$ cat config.mk
export PLATFORM = sky130hd
export DESIGN_NAME = dual_reservation_station
export DESIGN_NICKNAME = d
export VERILOG_FILES = /design/src/rtl/dual_reservation_station_pkg.sv /design/src/rtl/bsg_priority_encode_one_hot_out.sv /design/src/rtl/reservation_station.sv /design/src/rtl/dual_reservation_station.sv
export SDC_FILE = /design/constraint.sdc
export NUM_CORES = 1
export LEC_CHECK = 0
export BUFFER_PORTS_ARGS = -buffer_cell sky130_fd_sc_hd__buf_2
export CAP_MARGIN = 20
export CORE_MARGIN = 2
export CORE_UTILIZATION = 31
export CTS_BUF_LIST = sky130_fd_sc_hd__clkbuf_8
export CTS_CLUSTER_DIAMETER = 60
export DETAILED_ROUTE_END_ITERATION = 16
export HOLD_SLACK_MARGIN = 0.02
export PLACE_DENSITY = 0.47
export SYNTH_ARGS = -nofsm -noshare
export SYNTH_HDL_FRONTEND = slang
export SYNTH_HIERARCHICAL = 1
export SYNTH_SLANG_ARGS = --single-unit
$ cat constraint.sdc
create_clock -name clk_i -period 5.88 [get_ports clk_i]
set_input_delay 0.588 -clock clk_i [delete_from_list [all_inputs] [get_ports clk_i]]
set_output_delay 0.588 -clock clk_i [all_outputs]
set_load 0.005 [all_outputs]
$ cat src/rtl/dual_reservation_station_pkg.sv
// Shared types and widths for the dual-entry reservation station.
package dual_reservation_station_pkg;

   localparam int unsigned VAL_W = 64;
   localparam int unsigned CMD_W = 10;

   // ROB word: ready/valid flag above a 64-bit operand value.
   typedef struct packed {
      logic             rdy;
      logic [VAL_W-1:0] val;
   } rob_word_t;

   // Take the broadcast value when the operand is still pending and its tag matches.
   function automatic rob_word_t wake(rob_word_t cur, logic tag_hit, rob_word_t bcast);
      rob_word_t res;
      res = cur;
      if (!cur.rdy && tag_hit && bcast.rdy) begin
         res.rdy = 1'b1;
         res.val = bcast.val;
      end
      return res;
   endfunction

endpackage

$ cat src/rtl/bsg_priority_encode_one_hot_out.sv
// One-hot priority select; lo_to_hi_p=1 gives bit 0 the highest priority.
module bsg_priority_encode_one_hot_out #(
   parameter int unsigned width_p    = 2,
   parameter bit          lo_to_hi_p = 1'b1
) (
   input  logic [width_p-1:0] i,
   output logic [width_p-1:0] o,
   output logic               v_o
);

   logic found;

   always_comb begin
      o     = '0;
      found = 1'b0;
      if (lo_to_hi_p) begin
         for (int k = 0; k < int'(width_p); k++) begin
            if (i[k] && !found) begin
               o[k]  = 1'b1;
               found = 1'b1;
            end
         end
      end else begin
         for (int k = int'(width_p) - 1; k >= 0; k--) begin
            if (i[k] && !found) begin
               o[k]  = 1'b1;
               found = 1'b1;
            end
         end
      end
   end

   assign v_o = |i;

endmodule

$ cat src/rtl/reservation_station.sv
// One reservation-station entry: decode write, broadcast wakeup, issue release.
module reservation_station
   import dual_reservation_station_pkg::*;
#(
   parameter int unsigned TAG_W = 6
) (
   input  logic             clk_i,
   input  logic             reset_i,
   input  logic             write_i,
   input  rob_word_t        op1_i,
   input  rob_word_t        op2_i,
   input  logic [TAG_W-1:0] tag1_i,
   input  logic [TAG_W-1:0] tag2_i,
   input  logic [TAG_W-1:0] dest_i,
   input  logic [CMD_W-1:0] cmd_i,
   input  logic [TAG_W-1:0] bcast_tag_i,
   input  rob_word_t        bcast_i,
   input  logic             stall_i,
   output logic             busy_o,
   output logic             ready_o,
   output logic [VAL_W-1:0] val1_o,
   output logic [VAL_W-1:0] val2_o,
   output logic [TAG_W-1:0] dest_o,
   output logic [CMD_W-1:0] cmd_o
);

   logic             busy_q,  busy_d;
   logic             ready_q, ready_d;
   rob_word_t        op1_q,   op1_d;
   rob_word_t        op2_q,   op2_d;
   logic [TAG_W-1:0] tag1_q,  tag1_d;
   logic [TAG_W-1:0] tag2_q,  tag2_d;
   logic [TAG_W-1:0] dest_q,  dest_d;
   logic [CMD_W-1:0] cmd_q,   cmd_d;

   always_comb begin
      busy_d = busy_q;
      op1_d  = op1_q;
      op2_d  = op2_q;
      tag1_d = tag1_q;
      tag2_d = tag2_q;
      dest_d = dest_q;
      cmd_d  = cmd_q;
      if (busy_q) begin
         op1_d = wake(op1_q, tag1_q == bcast_tag_i, bcast_i);
         op2_d = wake(op2_q, tag2_q == bcast_tag_i, bcast_i);
         // Release only when this entry is the selected one and downstream accepts.
         if (ready_q && !stall_i) begin
            busy_d = 1'b0;
         end
      end else if (write_i) begin
         busy_d = 1'b1;
         op1_d  = wake(op1_i, tag1_i == bcast_tag_i, bcast_i);
         op2_d  = wake(op2_i, tag2_i == bcast_tag_i, bcast_i);
         tag1_d = tag1_i;
         tag2_d = tag2_i;
         dest_d = dest_i;
         cmd_d  = cmd_i;
      end
      // Ready tracks the next registered state, so it never bypasses a same-cycle broadcast.
      ready_d = busy_d & op1_d.rdy & op2_d.rdy;
   end

   always_ff @(posedge clk_i or negedge reset_i) begin
      if (!reset_i) begin
         busy_q  <= 1'b0;
         ready_q <= 1'b0;
         op1_q   <= '0;
         op2_q   <= '0;
         tag1_q  <= '0;
         tag2_q  <= '0;
         dest_q  <= '0;
         cmd_q   <= '0;
      end else begin
         busy_q  <= busy_d;
         ready_q <= ready_d;
         op1_q   <= op1_d;
         op2_q   <= op2_d;
         tag1_q  <= tag1_d;
         tag2_q  <= tag2_d;
         dest_q  <= dest_d;
         cmd_q   <= cmd_d;
      end
   end

   assign busy_o  = busy_q;
   assign ready_o = ready_q;
   assign val1_o  = op1_q.val;
   assign val2_o  = op2_q.val;
   assign dest_o  = dest_q;
   assign cmd_o   = cmd_q;

endmodule

$ cat src/rtl/dual_reservation_station.sv
// Two-entry reservation station feeding one execution unit.
module dual_reservation_station
   import dual_reservation_station_pkg::*;
#(
   parameter int unsigned ROBsize    = 32,
   parameter int unsigned ROBsizeLog = $clog2(ROBsize + 1)
) (
   input  logic                  clk_i,
   input  logic                  reset_i,
   input  logic [ROBsizeLog-1:0] decodeROBTag1_i,
   input  logic [ROBsizeLog-1:0] decodeROBTag2_i,
   input  logic [ROBsizeLog-1:0] decodeROBTag_i,
   input  logic                  decodeWriteEn_i,
   input  logic [VAL_W:0]        decodeROBval1_i,
   input  logic [VAL_W:0]        decodeROBval2_i,
   input  logic [CMD_W-1:0]      decodeCommands_i,
   output logic                  stall_o,
   input  logic [ROBsizeLog-1:0] issueROBTag_i,
   input  logic [VAL_W:0]        issueROBval_i,
   input  logic                  stall_i,
   output logic [VAL_W-1:0]      reservationStationVal1_o,
   output logic [VAL_W-1:0]      reservationStationVal2_o,
   output logic [CMD_W-1:0]      reservationStationCommands_o,
   output logic [ROBsizeLog-1:0] reservationStationTag_o,
   output logic                  ready_o
);

   logic [1:0]            busy;
   logic [1:0]            rdy;
   logic [1:0]            alloc_oh;
   logic [1:0]            issue_oh;
   logic                  alloc_v;
   logic                  issue_v;
   logic [VAL_W-1:0]      val1 [2];
   logic [VAL_W-1:0]      val2 [2];
   logic [ROBsizeLog-1:0] dest [2];
   logic [CMD_W-1:0]      cmd  [2];

   bsg_priority_encode_one_hot_out #(.width_p(2), .lo_to_hi_p(1'b1)) u_alloc (
      .i   (~busy),
      .o   (alloc_oh),
      .v_o (alloc_v)
   );

   bsg_priority_encode_one_hot_out #(.width_p(2), .lo_to_hi_p(1'b1)) u_issue (
      .i   (rdy),
      .o   (issue_oh),
      .v_o (issue_v)
   );

   for (genvar g = 0; g < 2; g++) begin : g_entry
      reservation_station #(.TAG_W(ROBsizeLog)) u_entry (
         .clk_i       (clk_i),
         .reset_i     (reset_i),
         .write_i     (decodeWriteEn_i & alloc_oh[g]),
         .op1_i       (rob_word_t'(decodeROBval1_i)),
         .op2_i       (rob_word_t'(decodeROBval2_i)),
         .tag1_i      (decodeROBTag1_i),
         .tag2_i      (decodeROBTag2_i),
         .dest_i      (decodeROBTag_i),
         .cmd_i       (decodeCommands_i),
         .bcast_tag_i (issueROBTag_i),
         .bcast_i     (rob_word_t'(issueROBval_i)),
         .stall_i     (~issue_oh[g] | stall_i),
         .busy_o      (busy[g]),
         .ready_o     (rdy[g]),
         .val1_o      (val1[g]),
         .val2_o      (val2[g]),
         .dest_o      (dest[g]),
         .cmd_o       (cmd[g])
      );
   end

   assign stall_o = ~alloc_v;
   assign ready_o = issue_v;

   // Entry 0 is shown by default, including when nothing is ready.
   assign reservationStationVal1_o     = issue_oh[1] ? val1[1] : val1[0];
   assign reservationStationVal2_o     = issue_oh[1] ? val2[1] : val2[0];
   assign reservationStationCommands_o = issue_oh[1] ? cmd[1]  : cmd[0];
   assign reservationStationTag_o      = issue_oh[1] ? dest[1] : dest[0];

endmodule

Word level (Yosys, flattened, before mapping). Cells that the tools add are included.

$mul: 0. Multiplexer cells: 28. Equal/unequal tests: 10. Reduce and logical (&&, ||, !) cells: 36. Bitwise gates (word level): 14. Shifts and indexed selects: 0. $add $sub $neg: 0. Order comparisons: 0. Div/mod/pow operators: 0.

Operator list (number): 65-bit two-way mux (14); 64-bit two-way mux (2); 6-bit equality test (6); 1-bit logical AND (16); 2-bit AND reduction (6); 1-bit zero test (10); 1-bit two-way mux (10); 10-bit two-way mux (1); 2-bit inequality test, second input constant (4); 1-bit AND (6); 6-bit two-way mux (1); 1-bit inverter (5); 2-bit nonzero test (2); 2-bit OR reduction (2); 2-bit inverter (1); 1-bit bitwise OR (2).

Logic and storage cells: 108. Memories kept: 0. Bits in writable memories: 0. Input bits: 233. Bits in latches: 0. Bits in registers: 320. Bits in read-only memories: 0.

Logic depth before layout (Yosys ltp). Gate-level depths: netlist (run 1).

Depth after elaboration: 12. Depth in mapped cells: 10. Depth with buffers taken out: 7.

By module. The synthesis (run 1) kept the hierarchy.

Modules (own cells, without submodules): reservation_station (area each 8095.3 um^2, cells an instance 796, instances 2); dual_reservation_station (area each 1965.6 um^2, cells an instance 167, instances 1); bsg_priority_encode_one_hot_out (area each 20.0 um^2, cells an instance 3, instances 2).

Worst setup path after synthesis (run 1). No wires, ideal clock.

Path kind: in2reg. From: in decodeWriteEn_i. To: reg g_entry[0].u_entry.op1_q (netlist bit g_entry[0].u_entry/val1_o[47]). Arrival: 1911 ps. Stages: 7. Path slack: 3893 ps. Cell sequence: and2_1 > nand2b_1 > or4_4 > and2_4 > buf_8 > buf_8 > o21ai_1.

Cells in the longest elaborated chain, start to end: 3.

Ends and longest elaborated chain: from (decl) (line dual_reservation_station.sv:13) `input logic decodeWriteEn_i,`; 1-bit AND (line dual_reservation_station.sv:55) `.write_i (decodeWriteEn_i & alloc_oh[g]),`; 2-bit nonzero test (no source line); 2-bit AND reduction (no source line); to (signal assigned) (line reservation_station.sv:77) `op1_q <= op1_d;`; to (decl) (line reservation_station.sv:29) `rob_word_t op1_q, op1_d;`.

No other way between the ends. A chain may end at the register's enable or synchronous reset.

Worst setup path after layout (run 1).
From: reg g_entry[1].u_entry.ready_q. To: out reservationStationVal1_o[12].

Cells in the longest elaborated chain, start to end: 3.

Ends and longest elaborated chain: from (decl) (line reservation_station.sv:28) `logic ready_q, ready_d;`; from (signal assigned) (line reservation_station.sv:76) `ready_q <= ready_d;`; 1-bit logical AND (line bsg_priority_encode_one_hot_out.sv:18) `if (i[k] && !found) begin`; 1-bit two-way mux (line bsg_priority_encode_one_hot_out.sv:18); net issue_oh[1] (line dual_reservation_station.sv:31) `logic [1:0] issue_oh;`; 64-bit two-way mux (line dual_reservation_station.sv:78) `assign reservationStationVal1_o = issue_oh[1] ? val1[1] : val1[0];`; to (decl) (line dual_reservation_station.sv:21) `output logic [VAL_W-1:0] reservationStationVal1_o,`.

The timed path passes the listed nets, and every way through them passes these cells.

==> metrics.md, run 1 <==
| Metric | Value |
|---|---|
| Status | `finished, final reports clean` |
| Worst-Margin Slew | `roughly 1.1 ns` |
| Crit share post-route | `approximately 65%` |
| Yosys reg bits | `320` |
| List of most frequent post-synthesis cells | `dfrtp_1 (320), buf_4 (258), nand2_1 (178)` |
| GRT Residual Overflow | `0` |
| Power per cell area | `approximately 460 nW/um2` |
| Clk Latency, worst-skew pair | `about 0.65 ns` |
| Num CTS Buffers | `just over 60` |
| CP Buf/Inv Count | `2` |
| Post-synth EDFFs | `0` |
| Final nets | `around 2100` |
| Syn_nets | `~2000` |
| Total power draw | `roughly 9.2 mW` |
| Synthesized area per cell | `between 10 and 15 um2` |
| Clock tree buffer depth | `3` |
| Reported leakage power | `around 10 nW` |
| Design area | `19900 um2` |
| Worst slew margin relative to its limit | `~28%` |
| Die area | `60650 um2` |
| # DRC | `0` |
| Crit-path max FO | `55` |
| Final min period | `roughly 3.8 ns` |
| Seq/Total Area, Yosys | `about 44%` |
| Die Span Y | `between 200 and 250 um` |
| Initial core utilization | `a little under a third` |
| Storage cell area | `8008 um2` |
| TNS Setup | `0 ns` |
| Total wire length | `between 50000 and 60000 um` |
| Post-DP HPWL | `35690 um` |
| Top-count cell post-synth | `dfrtp_1` |
| CTS root buffer | `clkbuf_8` |
| I/O Buffers | `378` |
| Initial DRC Count | `743` |
| RSZ-0062 raised after global routing | `false` |
| Worst hold slack | `0.1466 ns` |
| Layout area overhead | `9.338%` |
| Post-synth cell types | `around 40` |
| Multi-input combinational cell area | `between 7000 and 8000 um2` |
| Die width | `246.3 um` |
| Htree depth | `2` |
| Initial antenna violation count | `18` |
| CP startpoint kind | `flip-flop` |
| Routed Antenna Nets | `0` |
| Crit end category | `output pin` |
| Clock slew at reported path FFs | `~0.060 ns` |
| Async S/R FF share, synth | `100.0%` |
| Global-route wire length before repair | `85390 um` |
| Total global-route track usage | `between 10% and 20%` |
| CTS tree | `done` |
| Routed wire per std cell | `~21 um` |
| Final Hold Fails | `0` |
| Post-CTS repair timing setup buffer count | `0` |
| Arr. time, crit path | `roughly 3.2 ns` |
| Ports | `about 380` |
| Hold Crit Class | `in -> reg` |
| Fmax | `approximately 260 MHz` |
| Rows | `about 90` |
| Placed cell area | `roughly 19000 um2` |
| CP cell instances | `nor2b_4, buf_4, mux2_2, buf_2` |
| Mapped Area | `between 15000 and 20000 um2` |
| Filler instances | `5963` |
| Top FF cell, synth | `dfrtp_1` |
| First-pass detailed-route iteration total | `5` |
| Maxcap violations | `0` |
| Via/cell ratio | `just under 5` |
| Largest net degree at the start of global routing | `between 150 and 200` |
| Gate Count Post-Synth | `1765` |
| Vias in the first global route | `13740` |
| Critical Path RT | `~5.3 ns` |
| Resize count post-CTS | `0` |
| Critical-path top delay cell | `buf_4` |
| Layout cells sized above 1 | `34.47%` |
| Share of the synthesized area in the top cell type | `between 40% and 50%` |
| Slew Limit Fails | `0` |
| Crit Path Category | `reg -> out` |
| Gpl congestion | `just under 0.8` |
| Final Skew | `around 0.025 ns` |
| Num Clock Sinks | `320` |
| Kind of cell adding the most delay to the critical path | `buffers and inverters` |
| VDD IR max | `~0.00021 V` |
| Core box area | `just under 60000 um2` |
| Crit-path max cell delay | `slightly below 0.8 ns` |
| Synth area leaders | `dfrtp_1 (44%), buf_4 (11%), a221o_1 (7.0%)` |
| Leading area contributor after synthesis | `dfrtp_1` |
| YS warnings | `6` |
| Routed vias | `between 10000 and 15000` |
| Final setup viols | `0` |
==> through the flow <==
stage | util [%] | worst slack, ns | std cells
finish | 34.35 | 2.085 | 2678
global route | 34.33 | 1.937 | 2673
CTS | 34.30 | 1.926 | 2665
detailed placement | 32.23 | 2.471 | 2560
global placement | 32.23 | 2.487 | 2560
floorplan | - | 3.893 | 1765
==> area by class of cell <==
class                           count  share of cell area, %
Inverter                          135                  2.547
Clock buffer                       78                  5.396
Sequential cell                   320                  40.25
Antenna cell                       13                 0.1635
Tap cell                          765                  4.811
Multi-Input combinational cell    944                  35.92
Timing Repair Buffer              397                  10.35
Clock inverter                     26                 0.5660
==> state kept, by name, summed over array words and instances, names as in the netlist, 12 cells and up <==
register / cells
g_entry.u_entry/val1_o: 128
g_entry.u_entry/tag2_q: 12
g_entry.u_entry/tag1_q: 12
g_entry.u_entry/dest_o: 12
g_entry.u_entry/cmd_o: 20
g_entry.u_entry/val2_o: 128
==> power breakdown <==
part           switching, mW  internal (mW)  leakage (nW)  total, mW
Clock                  0.979           1.17         0.681       2.15
Combinational           1.46           1.85          5.30       3.31
Sequential             0.561           3.19          4.03       3.75
==> worst register-to-register path: cells and delay by family, from the launching register on <==
kind	cells	cell delay, ns
compound gates	2	1.31
buf+inv	2	0.77
flops	1	0.44
simple gates	3	0.74
==> per-layer routing <==
| layer | vias to the layer above | part of all wire [%] | track usage, % |
|---|---|---|---|
| met2 | 350 | 48 | 30.58 |
| li1 | 6050 | - | - |
| met4 | 14 | 2.1 | 5.369 |
| met3 | 91 | 5.8 | 4.129 |
| met5 | - | 0.15 | 0 |
| met1 | 6584 | 44 | 23.90 |
==> kinds of logic (layout without fill, tap and decap cells) <==
group / Yosys count / in the layout / synth area share, %
other: 0 / 13 / 0
buffers and inverters: 501 / 636 / 17.33
muxes: 146 / 146 / 10.03
DFF: 320 / 320 / 44.01
xor gates and xnor gates: 48 / 48 / 2.310
and+or+nand+nor: 350 / 350 / 9.654
AOI/OAI and AO/OA: 400 / 400 / 16.67
==> cells in the final DEF (no fill, tap or decap), types with 4 or more instances in the layout <==
cell type  count
nand2_1      178
diode_2       13
inv_1        153
clkinv_2       6
xor2_1        26
mux2_2        95
mux2_4        49
nor2b_2        4
clkbuf_8      78
nand4_1        6
o21ai_1       98
a221o_1      128
o21ai_0       28
nor3_2         4
nor2_1         4
nor3_1         4
and2_0        16
buf_2        377
dfrtp_1      320
a22oi_1      128
buf_4         17
xnor2_1       22
and2_1       114
==> path summary, 6_finish.rpt <==
check	from	to	slack [ns]	cells past startpoint
worst min-delay path	decodeCommands_i[7]	g_entry[0].u_entry/cmd_o[7]	0.15	3
max in group asynchronous	reset_i	g_entry[1].u_entry/val1_o[31]	3.89	3
min in group asynchronous	reset_i	g_entry[1].u_entry/cmd_o[6]	0.56	2
worst min register to register	g_entry[0].u_entry/dest_o[3]	g_entry[0].u_entry/dest_o[3]	0.47	2
worst max-delay path	g_entry[1].u_entry/ready_o	reservationStationVal1_o[12]	2.08	4
worst max register to register	g_entry[0].u_entry/busy_o	g_entry[1].u_entry/val2_o[8]	2.57	7
==> what timing repair did <==
item                                    4_1_cts  5_1_grt
hold buffers                                  1        0
endpoints found under the setup margin        0        0
endpoints found under the hold margin        90        0
No activity file was read; power rests on OpenSTA's default activity.
==> inputs of run 2 (changes only) <==
==> constraint.sdc (replaced) <==
create_clock -name clk_i -period 3.5 [get_ports clk_i]
set_input_delay 0.35 -clock clk_i [delete_from_list [all_inputs] [get_ports clk_i]]
set_output_delay 0.35 -clock clk_i [all_outputs]
set_load 0.005 [all_outputs]
==> run 2 against run 1 <==
Compared with the run above:
- critical path depth increased by 5
- clock power grew 76%
- sequential power up 68%
- sequential share of layout area decreased by 5.4 points
- register-to-register slack lost 2.3 ns
- sequential cell count unchanged
- utilization rose by 5.3 points
- clock-buffer cell count is 1 higher
- die area stayed put
- combinational power up 90%
- final area is 15% higher
- non-clock buffer count rose by 290
- critical endpoint is now g_entry[1].u_entry/val1_o[10]
- largest cell class unchanged
- highest routed layer unchanged
==> metrics.md, run 2 (synthesis results as in run 1) <==
| Metric | Value |
|---|---|
| FF-to-FF Start | `g_entry[1].u_entry/busy_o` |
| Total global-route track usage | `19.77%` |
| Total power draw | `around 16 mW` |
| # DRC | `0` |
| Critical Path RT | `about 4.1 ns` |
| Htree depth | `3` |
| Final Hold Fails | `0` |
| Routed Antenna Nets | `0` |
| VDD IR max | `approximately 0.00033 V` |
| Maxcap violations | `0` |
| Initial DRC Count | `between 700 and 800` |
| Power per cell area | `a little over 700 nW/um2` |
| Hold Crit Class | `in -> reg` |
| Routed wire per std cell | `between 20 and 25 um` |
| Gpl congestion | `approximately 0.8` |
| CTS root buffer | `clkbuf_8` |
| Crit share post-route | `between 90% and 100%` |
| TNS Setup | `0 ns` |
| Crit end category | `flip-flop` |
| Initial antenna violation count | `7` |
| I/O Buffers | `between 300 and 400` |
| Worst hold slack | `approximately 0.089 ns` |
| Arr. time, crit path | `between 3 and 4 ns` |
| Commonest non-fill, non-tap cell in the layout | `buf_2` |
| RSZ-0062 raised after global routing | `false` |
| Initial core utilization | `between 30% and 40%` |
| Placed cells | `about 2600` |
| Design area | `22970 um2` |
| Die area | `about 61000 um2` |
| Final nets | `2390` |
| Final Skew | `around 0.044 ns` |
| Via/cell ratio | `4.846` |
| Clock tree buffer depth | `3` |
| Critical Path End | `g_entry[1].u_entry/val1_o[10]` |
| Status | `finished, final reports clean` |
| Die Span Y | `~250 um` |
| Final setup viols | `0` |
| Core box area | `a little under 60000 um2` |
| CP startpoint kind | `flip-flop` |
| Rows | `88` |
| Num Clock Sinks | `320` |
| First-pass detailed-route iteration total | `5` |
| Reg-to-reg setup timing slack | `approximately 0.25 ns` |
| Worst-Margin Slew | `around 1.1 ns` |
| Clock slew at reported path FFs | `about 0.060 ns` |
| Worst setup path startpoint | `g_entry[1].u_entry/busy_o` |
| Routed vias | `approximately 14000` |
| Ports | `around 380` |
| Final core occ | `39.67%` |
| Final Non-Filler Cells | `2963` |
| Clk Latency, worst-skew pair | `0.65 ns` |
| Worst R2R End | `g_entry[1].u_entry/val1_o[10]` |
| Worst slew margin relative to its limit | `23.67%` |
| Crit Path Category | `reg -> reg` |
| R2R cell count | `9` |
| Post-DP HPWL | `between 30000 and 40000 um` |
| Placed cell area | `18890 um2` |
| Most frequent cells in the layout | `buf_2 (377), dfrtp_1 (320), dlygate4sd3_1 (281), nand2_1 (178), inv_1 (154)` |
| Largest net degree at the start of global routing | `91` |
| Final min period | `around 3.3 ns` |
| Fmax | `roughly 300 MHz` |
| Worst slack at placement | `about 0.53 ns` |
| Final setup margin | `about 0.25 ns` |
| Num CTS Buffers | `67` |
| GRT Residual Overflow | `0` |
| Vias in the first global route | `15500` |
| Filler instances | `just under 6000` |
| Die width | `between 200 and 250 um` |
| Layout cells sized above 1 | `30.37%` |
| Slew Limit Fails | `0` |
| Global-route wire length before repair | `91780 um` |
| Reported leakage power | `about 11 nW` |
| Layout area overhead | `26.26%` |
| Crit-path max FO | `33` |
| Total wire length | `60970 um` |
| CTS tree | `done` |
## run 2: changes by cell type in the layout (fill, tap and decap cells not counted), sizes merged, moves of 2 or more
cell         delta
dlygate4sd3   +280
diode           -8
clkinvlp        +2
buf            +10
clkinv          -4
## run 2: report_power, final
part	internal [mW]	total (mW)	leakage, nW	switching, mW
sequential	5.37	6.31	4.03	0.942
clock	2.09	3.79	0.692	1.70
combinational	3.70	6.29	6.64	2.59
total	11.2	16.4	11.4	5.23
## run 2: worst max-delay path: stages (launching register included)
cell,delay [ns]
dfrtp_1,0.43
inv_1,0.08
nor2b_1,0.11
and2_1,0.18
nor2b_2,0.60
o31a_4,0.59
buf_12,0.29
a22oi_1,0.12
o21ai_1,0.10
dlygate4sd3_1,0.57
## run 2: repair_timing
| item | CTS | global route |
|---|---|---|
| resized for setup | 0 | 1 |
| hold buffers | 281 | 0 |
| buffers inserted | 0 | 1 |
| setup endpoints to repair | 0 | 29 |
| endpoints found under the hold margin | 398 | 0 |
## run 2: how the worst min path moves through the flow
stage | startpoint | to | slack, ns | cells after the start
finish | decodeROBval1_i[64] | g_entry[0].u_entry/op1_q[64] | 0.09 | 3
global route | decodeROBval1_i[64] | g_entry[0].u_entry/op1_q[64] | 0.06 | 3
CTS | decodeROBval1_i[64] | g_entry[0].u_entry/op1_q[64] | 0.03 | 3
detailed placement | reset_i | g_entry[0].u_entry/dest_o[0] | 0.43 | 1
global placement | reset_i | g_entry[0].u_entry/dest_o[0] | 0.43 | 1
floorplan | reset_i | g_entry[0].u_entry/busy_o | 0.05 | 0
## run 2: area by class of cell
| type | count | area (um2) | share of cell area (%) |
|---|---|---|---|
| Sequential cell | 320 | 8008 | 34.85 |
| Multi-Input combinational cell | 946 | 7167 | 31.19 |
| Antenna cell | 5 | 12.51 | 0.05446 |
| Clock buffer | 79 | 1087 | 4.733 |
| Clock inverter | 26 | 141.4 | 0.6154 |
| Inverter | 135 | 506.7 | 2.206 |
| Tap cell | 765 | 957.2 | 4.166 |
| Timing Repair Buffer | 687 | 5095 | 22.18 |
## run 2: layer usage
metal | up-vias | wire length [um] | GRT usage, % | part of all wire (%)
li1 | 6641 | - | - | -
met1 | 7188 | 27170 | 25.75 | 45
met2 | 420 | 29220 | 32.77 | 48
met3 | 106 | 3192 | 4.031 | 5.2
met4 | 4 | 1355 | 6.343 | 2.2
met5 | - | 25 | 0 | 0.041
